## config.mk

```make
export PLATFORM = sky130hd
export DESIGN_NAME = key_debounce16
export DESIGN_NICKNAME = d
export VERILOG_FILES = /design/src/rtl/key_debounce16.sv
export SDC_FILE = /design/constraint.sdc
export NUM_CORES = 1
export LEC_CHECK = 0
export CORE_MARGIN = 2
export CORE_UTILIZATION = 52
export DETAILED_ROUTE_END_ITERATION = 8
export GPL_TIMING_DRIVEN = 1
export HOLD_SLACK_MARGIN = 0.1
export PLACE_DENSITY = 0.74
export SYNTH_ARGS = -nofsm -noshare
export SYNTH_HDL_FRONTEND = slang
export SYNTH_SLANG_ARGS = --single-unit
```

## constraint.sdc

```tcl
create_clock -name CLK -period 2 [get_ports CLK]
set_clock_uncertainty 0.1 [all_clocks]
set_input_delay 0.5 -clock CLK [delete_from_list [all_inputs] [get_ports CLK]]
set_output_delay 0.5 -clock CLK [all_outputs]
set_load 0.02 [all_outputs]
```

## src/rtl/key_debounce16.sv

```systemverilog
// Sixteen-key synchroniser/debouncer feeding the priority encoder; IN_N is active-low.
// Optional sticky display mode is enabled by defining KEY_HOLD_EN.
module key_debounce16 #(
  parameter int TICK_DIV     = 50000,
  parameter int STABLE_TICKS = 10
) (
  input  logic        CLK,
  input  logic        RST_N,
  input  logic [15:0] KEY_N,
  output logic [15:0] IN_N,
  output logic        PRESS_P,
  output logic        ANY_N
);

  localparam int PW = $clog2(TICK_DIV);
  localparam int CW = $clog2(STABLE_TICKS);
  localparam logic [PW-1:0] TICK_LAST   = PW'(TICK_DIV - 1);
  localparam logic [CW-1:0] STABLE_LAST = CW'(STABLE_TICKS - 1);

  logic [15:0]         s1, s2;
  logic [PW-1:0]       pre_cnt;
  logic                tick;
  logic [15:0]         deb, deb_nxt, deb_prev;
  logic [15:0][CW-1:0] cnt, cnt_nxt;
  logic [15:0]         press_vec;
  logic                any_src;
  logic                press_q, any_q;

  assign tick      = (pre_cnt == TICK_LAST);
  assign press_vec = deb_prev & ~deb;

  always_ff @(posedge CLK) begin
    if (!RST_N) begin
      s1      <= '1;
      s2      <= '1;
      pre_cnt <= '0;
    end else begin
      s1      <= KEY_N;
      s2      <= s1;
      pre_cnt <= tick ? '0 : pre_cnt + PW'(1);
    end
  end

  // A mismatch must persist across STABLE_TICKS ticks; any agreement clears progress.
  always_comb begin
    deb_nxt = deb;
    cnt_nxt = cnt;
    for (int i = 0; i < 16; i++) begin
      if (s2[i] == deb[i]) begin
        cnt_nxt[i] = '0;
      end else if (tick && (cnt[i] == STABLE_LAST)) begin
        deb_nxt[i] = s2[i];
        cnt_nxt[i] = '0;
      end else if (tick) begin
        cnt_nxt[i] = cnt[i] + CW'(1);
      end
    end
  end

  always_ff @(posedge CLK) begin
    if (!RST_N) begin
      deb      <= '1;
      deb_prev <= '1;
      cnt      <= '0;
    end else begin
      deb      <= deb_nxt;
      deb_prev <= deb;
      cnt      <= cnt_nxt;
    end
  end

`ifdef KEY_HOLD_EN
  logic [15:0] hold, hold_nxt;

  always_comb begin
    hold_nxt = hold;
    if (press_vec != '0) hold_nxt = ~press_vec;
  end

  always_ff @(posedge CLK) begin
    if (!RST_N) hold <= '1;
    else        hold <= hold_nxt;
  end

  assign IN_N    = hold;
  assign any_src = &hold_nxt;
`else
  assign IN_N    = deb;
  assign any_src = &deb_nxt;
`endif

  // ANY_N is registered from the next-state value so it moves with IN_N.
  always_ff @(posedge CLK) begin
    if (!RST_N) begin
      press_q <= 1'b0;
      any_q   <= 1'b1;
    end else begin
      press_q <= |press_vec;
      any_q   <= any_src;
    end
  end

  assign PRESS_P = press_q;
  assign ANY_N   = any_q;

endmodule
```

; ---- Word level (Yosys, flattened, before mapping)
; Cells that the tools add are included.
[totals]
register_bits = 146
inputBits = 18
out_inout_bits = 18
word_cells = 143
[op_classes]
add_sub_neg = 17
n_eq_ne = 33
muxes = 32
bitwise = 3
n_reduce_logical = 35
[op_table]
columns = cell, n
row1 = $add A4 B1 Y4 const B, 16
row2 = $eq A4 B4 Y1 const B, 16
row3 = $reduce_or A3 Y1, 16
row4 = $mux W1, 32
row5 = $add A16 B1 Y16 const B, 1
row6 = $and A16 B16 Y16, 1
row7 = $eq A1 B1 Y1, 16
row8 = $eq A16 B16 Y1 const B, 1
row9 = $logic_and A1 B1 Y1, 16
row10 = $not A16 Y16, 1
row11 = $reduce_and A16 Y1, 1
row12 = $reduce_or A16 Y1, 1
row13 = $reduce_or A2 Y1, 1
row14 = $not A1 Y1, 1

; ---- Logic depth before layout (Yosys ltp)
; Gate-level depths: netlist of run 1.
[depth]
ltp_word = 5
mapped_depth = 9
mapped_depth_nobuf = 7

; ---- Least setup slack after synthesis of run 1
; Ideal clock, no wire load.
[synth_path]
path_type = register to register
from = reg pre_cnt[0]
to = reg any_q, in the netlist ANY_N
setup_ns = 0.059
arrival_ns = 1.808
required_time_ns = 1.841
setup_slack_ns = 0.033
path_stages_with_launch = 10
path_buffers = 2
synth_period_minus_slack_ns = 1.967
cell_sequence = dfxtp_1 > ha_1 > and3_1 > and4_1 > buf_6 > buf_12 > nand4b_2 > mux2i_1 > nor4_1 > a41o_1
[synth_via]
elab_chain_cells = 5
elab_cells_between_ends = 50
cone_classes = eq/ne (1) / mux (32) / reduce/logical (17)
[synth_lines]
columns = element, line_no
row1 = start: declaration, 21  ; logic [PW-1:0] pre_cnt;
row2 = start signal: assignment, 40  ; pre_cnt <= tick ? '0 : pre_cnt + PW'(1);
row3 = $eq A16 B16 Y1 (*), 29  ; assign tick = (pre_cnt == TICK_LAST);
row4 = $logic_and A1 B1 Y1, 51  ; end else if (tick && (cnt[i] == STABLE_LAST)) begin
row5 = $mux W1, 51
row6 = $mux W1, 49  ; if (s2[i] == deb[i]) begin
row7 = $reduce_and A16 Y1 (*), 89  ; assign any_src = &deb_nxt;
row8 = end signal: assignment, 99  ; any_q <= any_src;
row9 = end: declaration, 27  ; logic press_q, any_q;
; Every way passes the cells marked *; elsewhere a longest branch is shown, timed or not.
; A chain may end at the register's enable or synchronous reset.

; ---- Worst setup path in the final report of run 1
[layout_path]
from = reg pre_cnt[1]
to = reg any_q, in the netlist ANY_N
; Same word-level chain as after synthesis.

==> flow_summary_export.csv, run 1 <==
group,metric,value,unit
run_status,status,"finished, violations left",
run_status,violations,"negative setup slack",
timing,period_share,114,%
pwr,p_total,6.26,mW
synthesis,synth_cells,591,
global_route,overflow,0,
global_route,first_global_vias,4457,
clocking,worstSkewPairLatency,0.41,ns
clocking,ctsHoldBuffers,0,
worst_setup_path,r2r_start,"pre_cnt[1]$_SDFF_PP0_",
clocking,cts.clk_slew.worst_paths,0.06,ns
die,die_x,110,um
routing,postRouteAntennaNets,0,
synthesis,ys_types,32,
die,core,10900,um2
synthesis,yosysSeqAreaShare,49.6,%
clocking,htree_levels,4,
layout,drive_gt1_share,17.9,%
die,ios,36,
timing,setup_slack,-0.279,ns
synthesis,synth_warnings,0,
pwr,ir_drop,0.856,mV
layout,area_delta_synth_final,29.0,%
die,initial_core_util,53.9,%
routing,firstDrtPassIters,4,
clocking,root_buffer,"clkbuf_16",
pwr,p_leak,3.26,nW
min_path,worstHoldStart,"s1[13]$_SDFF_PN1_",
routing,drtIter0Drc,229,
layout,final_nets,739,
layout,fin_util,69.5,%
routing,wl,12400,um
routing,dr_total_vias,4327,
synthesis,synth-seq-cells,146,
run,drv_cap,0,
routing,via_per_inst,5.15,
clocking,cts_tree,"built",
die,die-area,12200,um2
timing,hold_viol_final,0,
worst_setup_path,crit_arrival,2.54,ns
place,place_congestion,0.789,
synthesis,synth_area,5890,um2
worst_setup_path,path_class,"flop to flop",
die,rows,38,
timing,rsz0062_at_grt,"true",
clocking,clockBufferDepth,2,
global_route,grt_usage,20.8,%
place,dp.final_hpwl,7890,um
global_route,antenna_found_initial,0,
global_route,grt_max_degree,54,
timing,min_period,2.28,ns
clocking,cts_buffers,17,
layout,multiInputGateArea,2840,um2
worst_setup_path,cp.required,2.26,ns
synthesis,synth_area_per_cell,9.97,um2
layout,seq_area,2930,um2
worst_setup_path,cp-start-kind,"flop",
synthesis,synth_nets,642,
timing,fmax,0.439,GHz
timing,slew_violations,0,
place,portBuffers,35,
layout,fill_cells,792,
worst_setup_path,cp-end-kind,"flop",
die,dieHeight,110,um
routing,wl_per_cell,14.7,um
layout,antenna_cells,0,
pwr,power_density,823,nW/um2
global_route,grt_pass1_wl,20600,um
worst_setup_path,cp_max_fo,8,
routing,drc,0,
clocking,numClockSinks,146,
timing,worst_pin_slew,0.299,ns
timing,slew_headroom,79.5,%
worst_setup_path,startpoint,"pre_cnt[1]$_SDFF_PP0_",
min_path,hp-class,"flop to flop",
timing,setup_violations,10,
==> sequential cells by signal (all words and copies together), names as in the netlist <==
signal / count
s2: 16
deb_prev: 16
PRESS_P: 1
cnt: 64
s1: 16
pre_cnt: 16
ANY_N: 1
IN_N: 16
==> layer usage <==
layer | wire [um] | vias up | track usage [%]
met1 | 5410 | 2106 | 24.2
li1 | - | 2147 | -
met3 | 364 | 14 | 5.43
met2 | 6410 | 60 | 36.5
met5 | 0 | - | 0
met4 | 197 | 0 | 7.83
==> synthesized netlist by cell type (all sizes together) <==
library cell	number	area share (%)
xnor2	23	3.4
ha	33	7.0
dfxtp	146	50
and3	9	0.96
a21oi	1	0.085
inv	34	2.2
nand4	16	1.7
a31oi	1	0.11
nand4b	16	3.4
o21ai	1	0.085
a41o	1	0.17
clkbuf	10	0.64
nand2	37	2.4
o22ai	6	0.64
nor4	5	0.53
nand2b	45	4.8
and4bb	2	0.42
xor2	54	8.0
nor4b	1	0.25
nor2	79	5.0
nand3	23	2.0
a211oi	16	2.0
buf	12	1.4
and4	1	0.15
a221oi	2	0.30
mux2i	16	2.7
or3	1	0.11
==> power breakdown <==
group / leakage, nW / total [mW] / internal (mW) / switching, mW
combinational: 1.79 / 0.135 / 0.0725 / 0.0627
sequential: 1.19 / 2.97 / 2.94 / 0.0209
clock: 0.281 / 3.15 / 1.97 / 1.18
==> placed cells by master (no fill, tap or decap), drive strengths merged, types with 2 or more instances in the layout <==
cell,netlist,final
nor2,79,79
a211oi,16,16
clkbuf,10,20
and3,9,9
buf,12,66
clkinvlp,0,3
o22ai,6,6
nand4,16,16
clkdlybuf4s50,0,18
nand2,37,37
clkinv,0,5
nand4b,16,16
nand2b,45,45
inv,34,34
nor4,5,5
and4bb,2,2
nand3,23,23
dlygate4sd2,0,15
mux2i,16,16
ha,33,33
a221oi,2,2
xnor2,23,23
dfxtp,146,146
bufinv,0,3
xor2,54,54
==> cells by family (layout without fill, tap and decap cells) <==
group / after synthesis / in the layout / synth area share, %
buf+inv: 56 / 165 / 4.16
xor+xnor: 77 / 77 / 11.4
mux: 16 / 16 / 2.72
simple gates: 235 / 235 / 21.7
fa+ha+maj: 33 / 33 / 7.01
compound gates: 28 / 28 / 3.42
flops: 146 / 146 / 49.6
==> path summary, 6_finish.rpt <==
path / endpoint / cells after the start / slack [ns]
min: s2[13]$_SDFF_PN1_ / 1 / 0.31
min reg2reg: s2[13]$_SDFF_PN1_ / 1 / 0.31
max reg2reg: ANY_N$_SDFF_PN1_ / 9 / -0.28
max: ANY_N$_SDFF_PN1_ / 9 / -0.28
==> critical path, cell delays in order (launching register included) <==
cell and delay [ns]:
dfxtp_4 0.36, ha_4 0.14, and3_4 0.18, and4_4 0.28, buf_12 0.15, buf_6 0.10
nand4b_1 0.15, mux2i_2 0.21, nor4_2 0.33, a41o_1 0.22
==> timing repair <==
action	4_1_cts	5_1_grt
gates resized for setup	33	21
buffers inserted	16	5
pin swaps	11	5
cloned	2	0
setup endpoints to repair	26	43
==> area by class of cell <==
type / instances / area share, %
timing repair buffer: 100 / 12.4
clock inverter: 11 / 1.81
inverter: 34 / 1.68
sequential: 146 / 38.5
clock buffer: 20 / 5.88
multi-input combinational: 389 / 37.4
tap: 140 / 2.30
==> through the flow <==
stage	instance area, um2	setup slack, ns	hold slack, ns	TNS [ns]	cells
CTS	7510	-0.219	0.305	-0.509	837
detailed placement	6670	-0.357	0.292	-0.387	789
finish	7600	-0.279	0.306	-0.512	840
global route	7600	-0.320	0.316	-1.54	840
floorplan	5890	0.0330	0.286	0	591
global placement	6670	-0.304	0.291	-0.304	789
Power figures use the tool's default switching activity.
==> run 2: changes to the inputs <==
Settings changed: SLEW_MARGIN set to 20.
==> results of run 2 <==
No change in the layout: final DEF, timing and power equal those of run 1.
==> run 3: changes to the inputs <==
Settings changed: SKIP_LAST_GASP set to 1.
==> run 3 against run 2 <==
The flow still finishes with violations (negative setup slack). Critical path depth is the same. Critical endpoint unchanged. Cell count grew 0.12%. Core utilization is the same. Wire length grew 0.40%. Global-route usage is essentially flat. Largest power group unchanged. Sequential share of layout area is the same. Power is essentially flat. Cell area is the same. Combinational power is essentially flat.
==> flow_summary_export.csv, run 3 (same netlist as run 1, synthesis figures left out) <==
group,metric,value,unit
worst_setup_path,critical-path-top-delay-family,"simple AND/OR/NAND/NOR gates",
pwr,clkPwrFrac,50.4,%
routing,wl,12400,um
clocking,htree_levels,4,
die,core,10900,um2
run_status,status,"finished, violations left",
worst_setup_path,crit_arrival,2.54,ns
die,dieHeight,110,um
global_route,grt_max_degree,54,
die,die-area,12200,um2
place,dp.final_hpwl,7890,um
timing,slew_headroom,77.3,%
place,portBuffers,35,
global_route,first_global_vias,4455,
layout,fin_util,69.5,%
worst_setup_path,cp_num_buf_inv,2,
routing,firstDrtPassIters,4,
die,ios,36,
min_path,hp-class,"flop to flop",
clocking,clockBufferDepth,2,
pwr,p_seq_share,47.4,%
worst_setup_path,r2r_slack,-0.28,ns
die,rows,38,
global_route,overflow,0,
pwr,internal_power,4.99,mW
global_route,grt_pass1_wl,20600,um
routing,wl_per_cell,14.8,um
pwr,power_frac_comb,2.2,%
routing,dr_total_vias,4314,
worst_setup_path,slowest_stage,"dfxtp_4",
timing,fmax,0.438,GHz
worst_setup_path,cp_max_fo,8,
run,drv_cap,0,
die,initial_core_util,53.9,%
timing,finalSetupTns,-0.533,ns
clocking,cts_buffers,17,
worst_setup_path,cp.required,2.26,ns
timing,rsz0062_at_grt,"true",
layout,layout_common_cells,"dfxtp_1, nor2_1, xor2_1",
routing,drtIter0Drc,225,
layout,largest_reg_flops,64,
layout,antenna_cells,0,
worst_setup_path,path_class,"flop to flop",
clocking,cts.clk_slew.worst_paths,0.06,ns
layout,top_register,"cnt",
timing,period_share,114,%
pwr,swShare,20.3,%
clocking,cts_tree,"built",
clocking,root_buffer,"clkbuf_16",
layout,final_common_cell,"dfxtp_1",
pwr,ir_drop,0.859,mV
routing,drc,0,
worst_setup_path,cp_cell_sequence,"ha_4 -> and3_4 -> and4_4 -> buf_12 -> buf_6 -> nand4b_1 -> mux2i_2 -> nor4_2 -> a41o_1",
timing,worst_pin_slew,0.331,ns
worst_setup_path,cp_slowest_stage_delay,0.36,ns
routing,postRouteAntennaNets,0,
global_route,grt_usage,20.8,%
pwr,power_density,823,nW/um2
global_route,antenna_found_initial,0,
worst_setup_path,cp-end-kind,"flop",
clocking,worstSkewPairLatency,0.42,ns
worst_setup_path,cp-start-kind,"flop",
timing,setup_slack,-0.281,ns
timing,setup_violations,10,
clocking,numClockSinks,146,
pwr,switchingPower,1.27,mW
die,die_x,110,um
layout,drive_gt1_share,17.8,%
layout,area_delta_synth_final,29.0,%
timing,hold_viol_final,0,
routing,via_per_inst,5.13,
pwr,p_leak,3.26,nW
run_status,violations,"negative setup slack",
timing,min_period,2.28,ns
timing,slew_violations,0,
layout,final_nets,740,
place,place_congestion,0.789,
## run 3: what timing repair did
item,in CTS,in global routing
resized for setup,28,24
endpoints found under the setup margin,26,49
endpoints found under the hold margin,0,0
gates cloned,2,0
hold buffers,0,0
pin swaps,10,7
buffers inserted,16,6
## run 3: path summary, 6_finish.rpt
kind,from,end,depth (start not counted)
setup / recovery,pre_cnt[1]$_SDFF_PP0_,ANY_N$_SDFF_PN1_,9
hold / removal,s1[13]$_SDFF_PN1_,s2[13]$_SDFF_PN1_,1
setup reg to reg,pre_cnt[1]$_SDFF_PP0_,ANY_N$_SDFF_PN1_,9
hold reg to reg,s1[13]$_SDFF_PN1_,s2[13]$_SDFF_PN1_,1
## run 3: per-stage QoR
| step | area, um2 | hold slack [ns] | setup WS (ns) | total power, mW | instances |
|---|---|---|---|---|---|
| 2_1_floorplan | 5890 | 0.286 | 0.0330 | 3.09 | 591 |
| 3_3_place_gp | 6670 | 0.291 | -0.304 | 3.15 | 789 |
| 3_5_place_dp | 6670 | 0.292 | -0.357 | 3.15 | 789 |
| 4_1_cts | 7490 | 0.305 | -0.219 | 6.29 | 837 |
| 5_1_grt | 7600 | 0.316 | -0.320 | 6.45 | 841 |
| 6_report | 7600 | 0.305 | -0.281 | 6.26 | 841 |
## run 3: per-layer routing
metal  share of wire [%]  vias to the layer above  global-route usage (%)
li1                    -                     2146                       -
met1                  44                     2092                    24.2
met2                  51                       60                    36.5
met3                 3.0                       16                    5.43
met4                 1.7                        0                    7.83
met5                   0                        -                       0
## run 3: area by class of cell
class	count	area [um2]
inverters	34	128
multi-input cells	389	2840
well taps	140	175
fillers	793	3330
repair buffers	101	948
clock buffers	20	447
clock inverters	11	138
flip-flops and latches	146	2930
## run 3: worst reg2reg max path, delay by kind of cell (launching register included)
kind	cells	cell delay [ns]
adders and majority gates	1	0.14
DFF	1	0.36
buffers and inverters	2	0.25
AOI/OAI and AO/OA	1	0.22
muxes	1	0.21
and+or+nand+nor	4	0.94
## run 3: power by group through the flow
stage | registers (mW) | clock network [mW] | logic (mW)
2_1_floorplan | 3.02 | 0 | 0.0700
5_1_grt | 2.97 | 3.33 | 0.151
4_1_cts | 2.97 | 3.20 | 0.132
3_5_place_dp | 3.02 | 0 | 0.127
3_3_place_gp | 3.02 | 0 | 0.124
6_report | 2.97 | 3.16 | 0.136
